--- src/rtl/button_event_if.sv ---
// Button event bus: debounced level in, single-cycle events and press count out.
// master = whoever drives the button level (debouncer / bench),
// slave  = the event FSM.
interface button_event_if;
  logic       btn_in;
  logic       press;
  logic       release_evt;
  logic       short_press;
  logic       long_press;
  logic       repeat_evt;
  logic       held;
  logic [7:0] press_count;

  modport master (
    output btn_in,
    input  press, release_evt, short_press, long_press, repeat_evt, held, press_count
  );

  modport slave (
    input  btn_in,
    output press, release_evt, short_press, long_press, repeat_evt, held, press_count
  );
endinterface

--- src/rtl/button_event_fsm.sv ---
// Turns a debounced button level into press / release / short / long / repeat
// pulses plus a wrapping press counter. All outputs come straight from flops.
module button_event_fsm #(
  parameter int LONG_CYCLES   = 50_000_000,
  parameter int REPEAT_CYCLES = 10_000_000,
  parameter int CNT_W         = 27
) (
  input  logic            clock,
  input  logic            reset,
  button_event_if.slave   bus
);

  typedef enum logic [1:0] {IDLE, PRESSED, REPEAT} state_t;

  localparam logic [CNT_W-1:0] LONG_TC = CNT_W'(LONG_CYCLES - 1);
  localparam logic [CNT_W-1:0] REP_TC  = CNT_W'(REPEAT_CYCLES - 1);

  state_t           state_q, state_d;
  logic [CNT_W-1:0] cnt_q, cnt_d;
  logic             press_q, press_d;
  logic             release_q, release_d;
  logic             short_q, short_d;
  logic             long_q, long_d;
  logic             repeat_q, repeat_d;
  logic             held_q, held_d;
  logic [7:0]       count_q, count_d;

  // Next-state logic; release always wins over a terminal count on the same edge.
  always_comb begin
    state_d   = state_q;
    cnt_d     = cnt_q;
    press_d   = 1'b0;
    release_d = 1'b0;
    short_d   = 1'b0;
    long_d    = 1'b0;
    repeat_d  = 1'b0;
    count_d   = count_q;
    case (state_q)
      IDLE: begin
        if (bus.btn_in) begin
          state_d = PRESSED;
          cnt_d   = '0;
          press_d = 1'b1;
          count_d = count_q + 8'd1;
        end
      end
      PRESSED: begin
        if (!bus.btn_in) begin
          state_d   = IDLE;
          release_d = 1'b1;
          short_d   = 1'b1;
        end else if (cnt_q == LONG_TC) begin
          state_d = REPEAT;
          cnt_d   = '0;
          long_d  = 1'b1;
        end else begin
          cnt_d = cnt_q + 1'b1;
        end
      end
      REPEAT: begin
        if (!bus.btn_in) begin
          state_d   = IDLE;
          release_d = 1'b1;
        end else if (cnt_q == REP_TC) begin
          cnt_d    = '0;
          repeat_d = 1'b1;
        end else begin
          cnt_d = cnt_q + 1'b1;
        end
      end
      default: state_d = IDLE;
    endcase
    // held tracks the state being entered so it rises with press and drops with release
    held_d = (state_d != IDLE);
  end

  // State, counter and registered outputs; reset mid-hold drops to IDLE silently.
  always_ff @(posedge clock) begin
    if (reset) begin
      state_q   <= IDLE;
      cnt_q     <= '0;
      press_q   <= 1'b0;
      release_q <= 1'b0;
      short_q   <= 1'b0;
      long_q    <= 1'b0;
      repeat_q  <= 1'b0;
      held_q    <= 1'b0;
      count_q   <= 8'd0;
    end else begin
      state_q   <= state_d;
      cnt_q     <= cnt_d;
      press_q   <= press_d;
      release_q <= release_d;
      short_q   <= short_d;
      long_q    <= long_d;
      repeat_q  <= repeat_d;
      held_q    <= held_d;
      count_q   <= count_d;
    end
  end

  assign bus.press       = press_q;
  assign bus.release_evt = release_q;
  assign bus.short_press = short_q;
  assign bus.long_press  = long_q;
  assign bus.repeat_evt  = repeat_q;
  assign bus.held        = held_q;
  assign bus.press_count = count_q;

endmodule

--- src/flat_wrapper.sv ---
// flat-port wrapper written by rule: the top's interface ports become plain ports
module button_event_fsm_flat 
#(
  parameter int LONG_CYCLES   = 50_000_000,
  parameter int REPEAT_CYCLES = 10_000_000,
  parameter int CNT_W         = 27
)
  (clock, reset, bus_btn_in, bus_press, bus_release_evt, bus_short_press, bus_long_press, bus_repeat_evt, bus_held, bus_press_count);
  button_event_if bus_i ();
  input  logic clock;
  input  logic reset;
  input wire logic [$bits(bus_i.btn_in)-1:0] bus_btn_in;
  output wire logic [$bits(bus_i.press)-1:0] bus_press;
  output wire logic [$bits(bus_i.release_evt)-1:0] bus_release_evt;
  output wire logic [$bits(bus_i.short_press)-1:0] bus_short_press;
  output wire logic [$bits(bus_i.long_press)-1:0] bus_long_press;
  output wire logic [$bits(bus_i.repeat_evt)-1:0] bus_repeat_evt;
  output wire logic [$bits(bus_i.held)-1:0] bus_held;
  output wire logic [$bits(bus_i.press_count)-1:0] bus_press_count;
  assign bus_i.btn_in = bus_btn_in;
  assign bus_press = bus_i.press;
  assign bus_release_evt = bus_i.release_evt;
  assign bus_short_press = bus_i.short_press;
  assign bus_long_press = bus_i.long_press;
  assign bus_repeat_evt = bus_i.repeat_evt;
  assign bus_held = bus_i.held;
  assign bus_press_count = bus_i.press_count;
  button_event_fsm #(.LONG_CYCLES(LONG_CYCLES), .REPEAT_CYCLES(REPEAT_CYCLES), .CNT_W(CNT_W)) u_core (.clock(clock), .reset(reset), .bus(bus_i));
endmodule
--- config.mk ---
export PLATFORM = sky130hd
export DESIGN_NAME = button_event_fsm_flat
export DESIGN_NICKNAME = d
export VERILOG_FILES = /design/src/rtl/button_event_if.sv /design/src/rtl/button_event_fsm.sv /design/src/flat_wrapper.sv
export SDC_FILE = /design/constraint.sdc
export NUM_CORES = 1
export LEC_CHECK = 0
export ABC_AREA = 1
export BUFFER_PORTS_ARGS = -buffer_cell sky130_fd_sc_hd__buf_2
export CAP_MARGIN = 5
export CORE_MARGIN = 8
export CORE_UTILIZATION = 35
export CTS_CLUSTER_DIAMETER = 120
export CTS_CLUSTER_SIZE = 28
export DETAILED_ROUTE_END_ITERATION = 10
export PLACE_DENSITY = 0.59
export SETUP_SLACK_MARGIN = 0.1
export SYNTH_ARGS = -nofsm -noshare
export SYNTH_HDL_FRONTEND = slang
export SYNTH_SLANG_ARGS = --single-unit
--- constraint.sdc ---
create_clock -name clock -period 2.21 [get_ports clock]
set_input_delay 0.221 -clock clock [delete_from_list [all_inputs] [get_ports clock]]
set_output_delay 0.221 -clock clock [all_outputs]
set_load 0.01 [all_outputs]
==> impl_metrics.csv <==
group,metric,value,unit
run,cap_violations,0,
clock_network,cts_inserted_buffers,5,
sta,drv_slew,0,
critical_path,reg2reg_to,"u_core.cnt_q[13]$_SDFFE_PP0P_",
sta,fin_crit,1.90,ns
routing,vias,2189,
finish,drive_above_1_share,0.162,
synth,yosysWarnings,0,
synth,synth_top_family_by_area,"simple AND/OR/NAND/NOR gates",
synth,synth-simple-area-share,0.414,
routing,postRouteAntennaNets,0,
synth,synth_cells,350,
routing,wl_per_cell,12.1,um
clock_network,hold_buffers,0,
finish,nFillCells,716,
synth,synth_mux_area_frac,0,
clock_network,root_buffer,"clkbuf_8",
finish,final_area,2700,um^2
finish,layout_common_cells,"nand2_1, nor2_1, inv_1, dfxtp_1, nand3_1",
synth,synth.distinct_cells,30,
clock_network,clk_pin_slew_worst_paths,0.09,ns
floorplanning,core_area,6680,um^2
critical_path,start_kind,"flop",
clock_network,clock_path_buffers,2,
critical_path,critical_path_required,2.40,ns
placed_design,dpl_cell_area,2520,um^2
global_route,grt_pass1_wl,9680,um
synth,synth_compound_area_frac,0.0657,
critical_path,r2r_setup_slack,0.31,ns
power,ir_drop,0.000287,V
critical_path,r2r-start,"u_core.state_q[1]$_SDFF_PP0_",
critical_path,cp-end-kind,"flop",
sta,finalCritPeriodShare,0.860,
routing,wl,5460,um
critical_path,r2r_cells,10,
finish,syn_to_final_growth,13.3,%
global_route,grt_usage,0.121,
placed_design,gp_congestion,0.898,
finish,layout_commonest_cell,"nand2_1",
synth,synth-adder-area-share,0.0315,
floorplanning,dieArea,9700,um^2
critical_path,critPathArrivalTime,2.09,ns
worst_hold_path,hold_class,"in -> reg",
sta,hold_viol,0,
critical_path,crit_type,"reg -> reg",
critical_path,setup.worst_path.end,"u_core.cnt_q[13]$_SDFFE_PP0P_",
critical_path,crit_start,"u_core.state_q[1]$_SDFF_PP0_",
finish,register_area,861,um^2
sta,hold-worst-slack,0.156,ns
routing,vias_per_cell,4.86,
global_route,grt_pass1_vias,2160,
sta,worst_slew_pin_slew,0.622,ns
finish,final_util,0.404,
clock_network,cts.sinks,43,
sta,fin_skew,0.0122,ns
synth,synth_nets,359,
floorplanning,start_util,0.357,
clock_network,cts_tree,"yes",
sta,slew_headroom,0.585,
synth,yosysSeqAreaShare,0.361,
global_route,grt_max_degree,18,
power,leakagePower,1.04,nW
floorplanning,ioPinCount,17,
global_route,antenna_found_initial,0,
routing,drt-initial-drc-count,171,
critical_path,critPathMaxFanout,6,
synth,syn_area_per_cell,6.81,um^2
finish,layout.nets,378,
sta,setup_violations,0,
synth,synth_seq_cells,43,
power,powerDensity,623,nW/um^2
floorplanning,row_count,30,
floorplanning,fp.dieW,98.5,um
finish,multi_input_area,1340,um^2
synth,synthesis.area,2380,um^2
clock_network,htree_levels,2,
status,outcome,"complete, no violations",
clock_network,clk_latency,0.31,ns
routing,drc,0,
synth,synth_xor_area_frac,0.0368,
floorplanning,die_y,98.5,um
global_route,grt-ovfl-total,0,
sta,rsz0062_at_grt,"false",
sta,tns,0,ns
sta,fmax,0.526,GHz
finish,diodes,0,
routing,drt_pass1_iterations,6,
placed_design,dp_hpwl,4250,um
placed_design,portBuffers,16,
[kinds of logic after synthesis]
group	after synthesis
and+or+nand+nor	213
adders and majority gates	6
xor gates and xnor gates	10
AOI/OAI and AO/OA	28
DFF	43
buffers and inverters	50
[report_power, final]
group	internal [W]	leakage [nW]	total (W)	switching (W)
Combinational	0.0000468	0.626	0.000152	0.000106
Clock	0.000451	0.0644	0.000734	0.000284
Sequential	0.000787	0.348	0.000797	0.00000933
[registers in the layout, summed over array words and instances (netlist names)]
register	cells
u_core.bus.repeat_evt	1
u_core.bus.held	1
u_core.state_q	2
u_core.bus.release_evt	1
u_core.cnt_q	27
u_core.bus.press_count	8
u_core.bus.long_press	1
u_core.bus.press	1
u_core.bus.short_press	1
[per-stage QoR]
stage	cells	worst slack (ns)	total power, W
finish	450	0.310	0.00168
global route	450	0.151	0.00176
CTS	450	0.129	0.00169
detailed placement	442	0.155	0.000955
global placement	442	0.229	0.000953
floorplan	350	0.429	0.000931
[worst min-delay path by stage]
| stage | to | cells past startpoint | from | slack [ns] |
|---|---|---|---|---|
| finish | u_core.bus.release_evt$_SDFF_PP0_ | 2 | bus_btn_in | 0.16 |
| global route | u_core.bus.release_evt$_SDFF_PP0_ | 2 | bus_btn_in | 0.18 |
| CTS | u_core.bus.release_evt$_SDFF_PP0_ | 2 | bus_btn_in | 0.15 |
| detailed placement | u_core.bus.press_count[7]$_SDFFE_PP0P_ | 1 | u_core.bus.press_count[7]$_SDFFE_PP0P_ | 0.44 |
| global placement | u_core.bus.press_count[7]$_SDFFE_PP0P_ | 1 | u_core.bus.press_count[7]$_SDFFE_PP0P_ | 0.43 |
| floorplan | u_core.bus.release_evt$_SDFF_PP0_ | 1 | bus_btn_in | 0.30 |
[layer usage]
| metal | vias up | routed length [um] | GRT usage |
|---|---|---|---|
| met2 | 34 | 2400 | 0.192 |
| met1 | 996 | 2760 | 0.158 |
| met3 | 7 | 212 | 0.0247 |
| met4 | 0 | 84 | 0.0484 |
| li1 | 1152 | - | - |
| met5 | - | 0 | 0 |
[cell usage after synthesis, drive strengths merged]
master / n / share of area
a21oi: 11 / 0.025
a31o: 1 / 0.0037
buf: 3 / 0.016
clkbuf: 2 / 0.0032
dfxtp: 43 / 0.36
ha: 6 / 0.032
inv: 45 / 0.071
nand2: 82 / 0.14
nand3: 29 / 0.063
nand4: 11 / 0.029
nor2: 73 / 0.13
nor3: 14 / 0.038
nor3b: 2 / 0.0063
o211ai: 1 / 0.0032
o21ai: 13 / 0.029
o22ai: 2 / 0.0053
or2: 2 / 0.0053
xor2: 10 / 0.037
[critical path: stages (launching register included)]
cell and delay [ns]:
dfxtp_1 0.39, inv_1 0.10, ha_4 0.32, inv_2 0.05, o21ai_2 0.15, nand2_4 0.13, nor2_4 0.15, nand2_1 0.12
nor3_2 0.14, xor2_1 0.17, nor2_1 0.05
[area by class of cell]
class | instances | area share
inverters | 45 | 0.0635
well taps | 80 | 0.0371
flip-flops and latches | 43 | 0.319
multi-input cells | 257 | 0.498
clock buffers | 5 | 0.0255
repair buffers | 17 | 0.0324
clock inverters | 3 | 0.0250
[timing repair]
item | in CTS | in global routing
buffers inserted | 0 | 0
setup endpoints to repair | 0 | 22
gates resized for setup | 0 | 8
No activity file was read; power rests on OpenSTA's default activity.
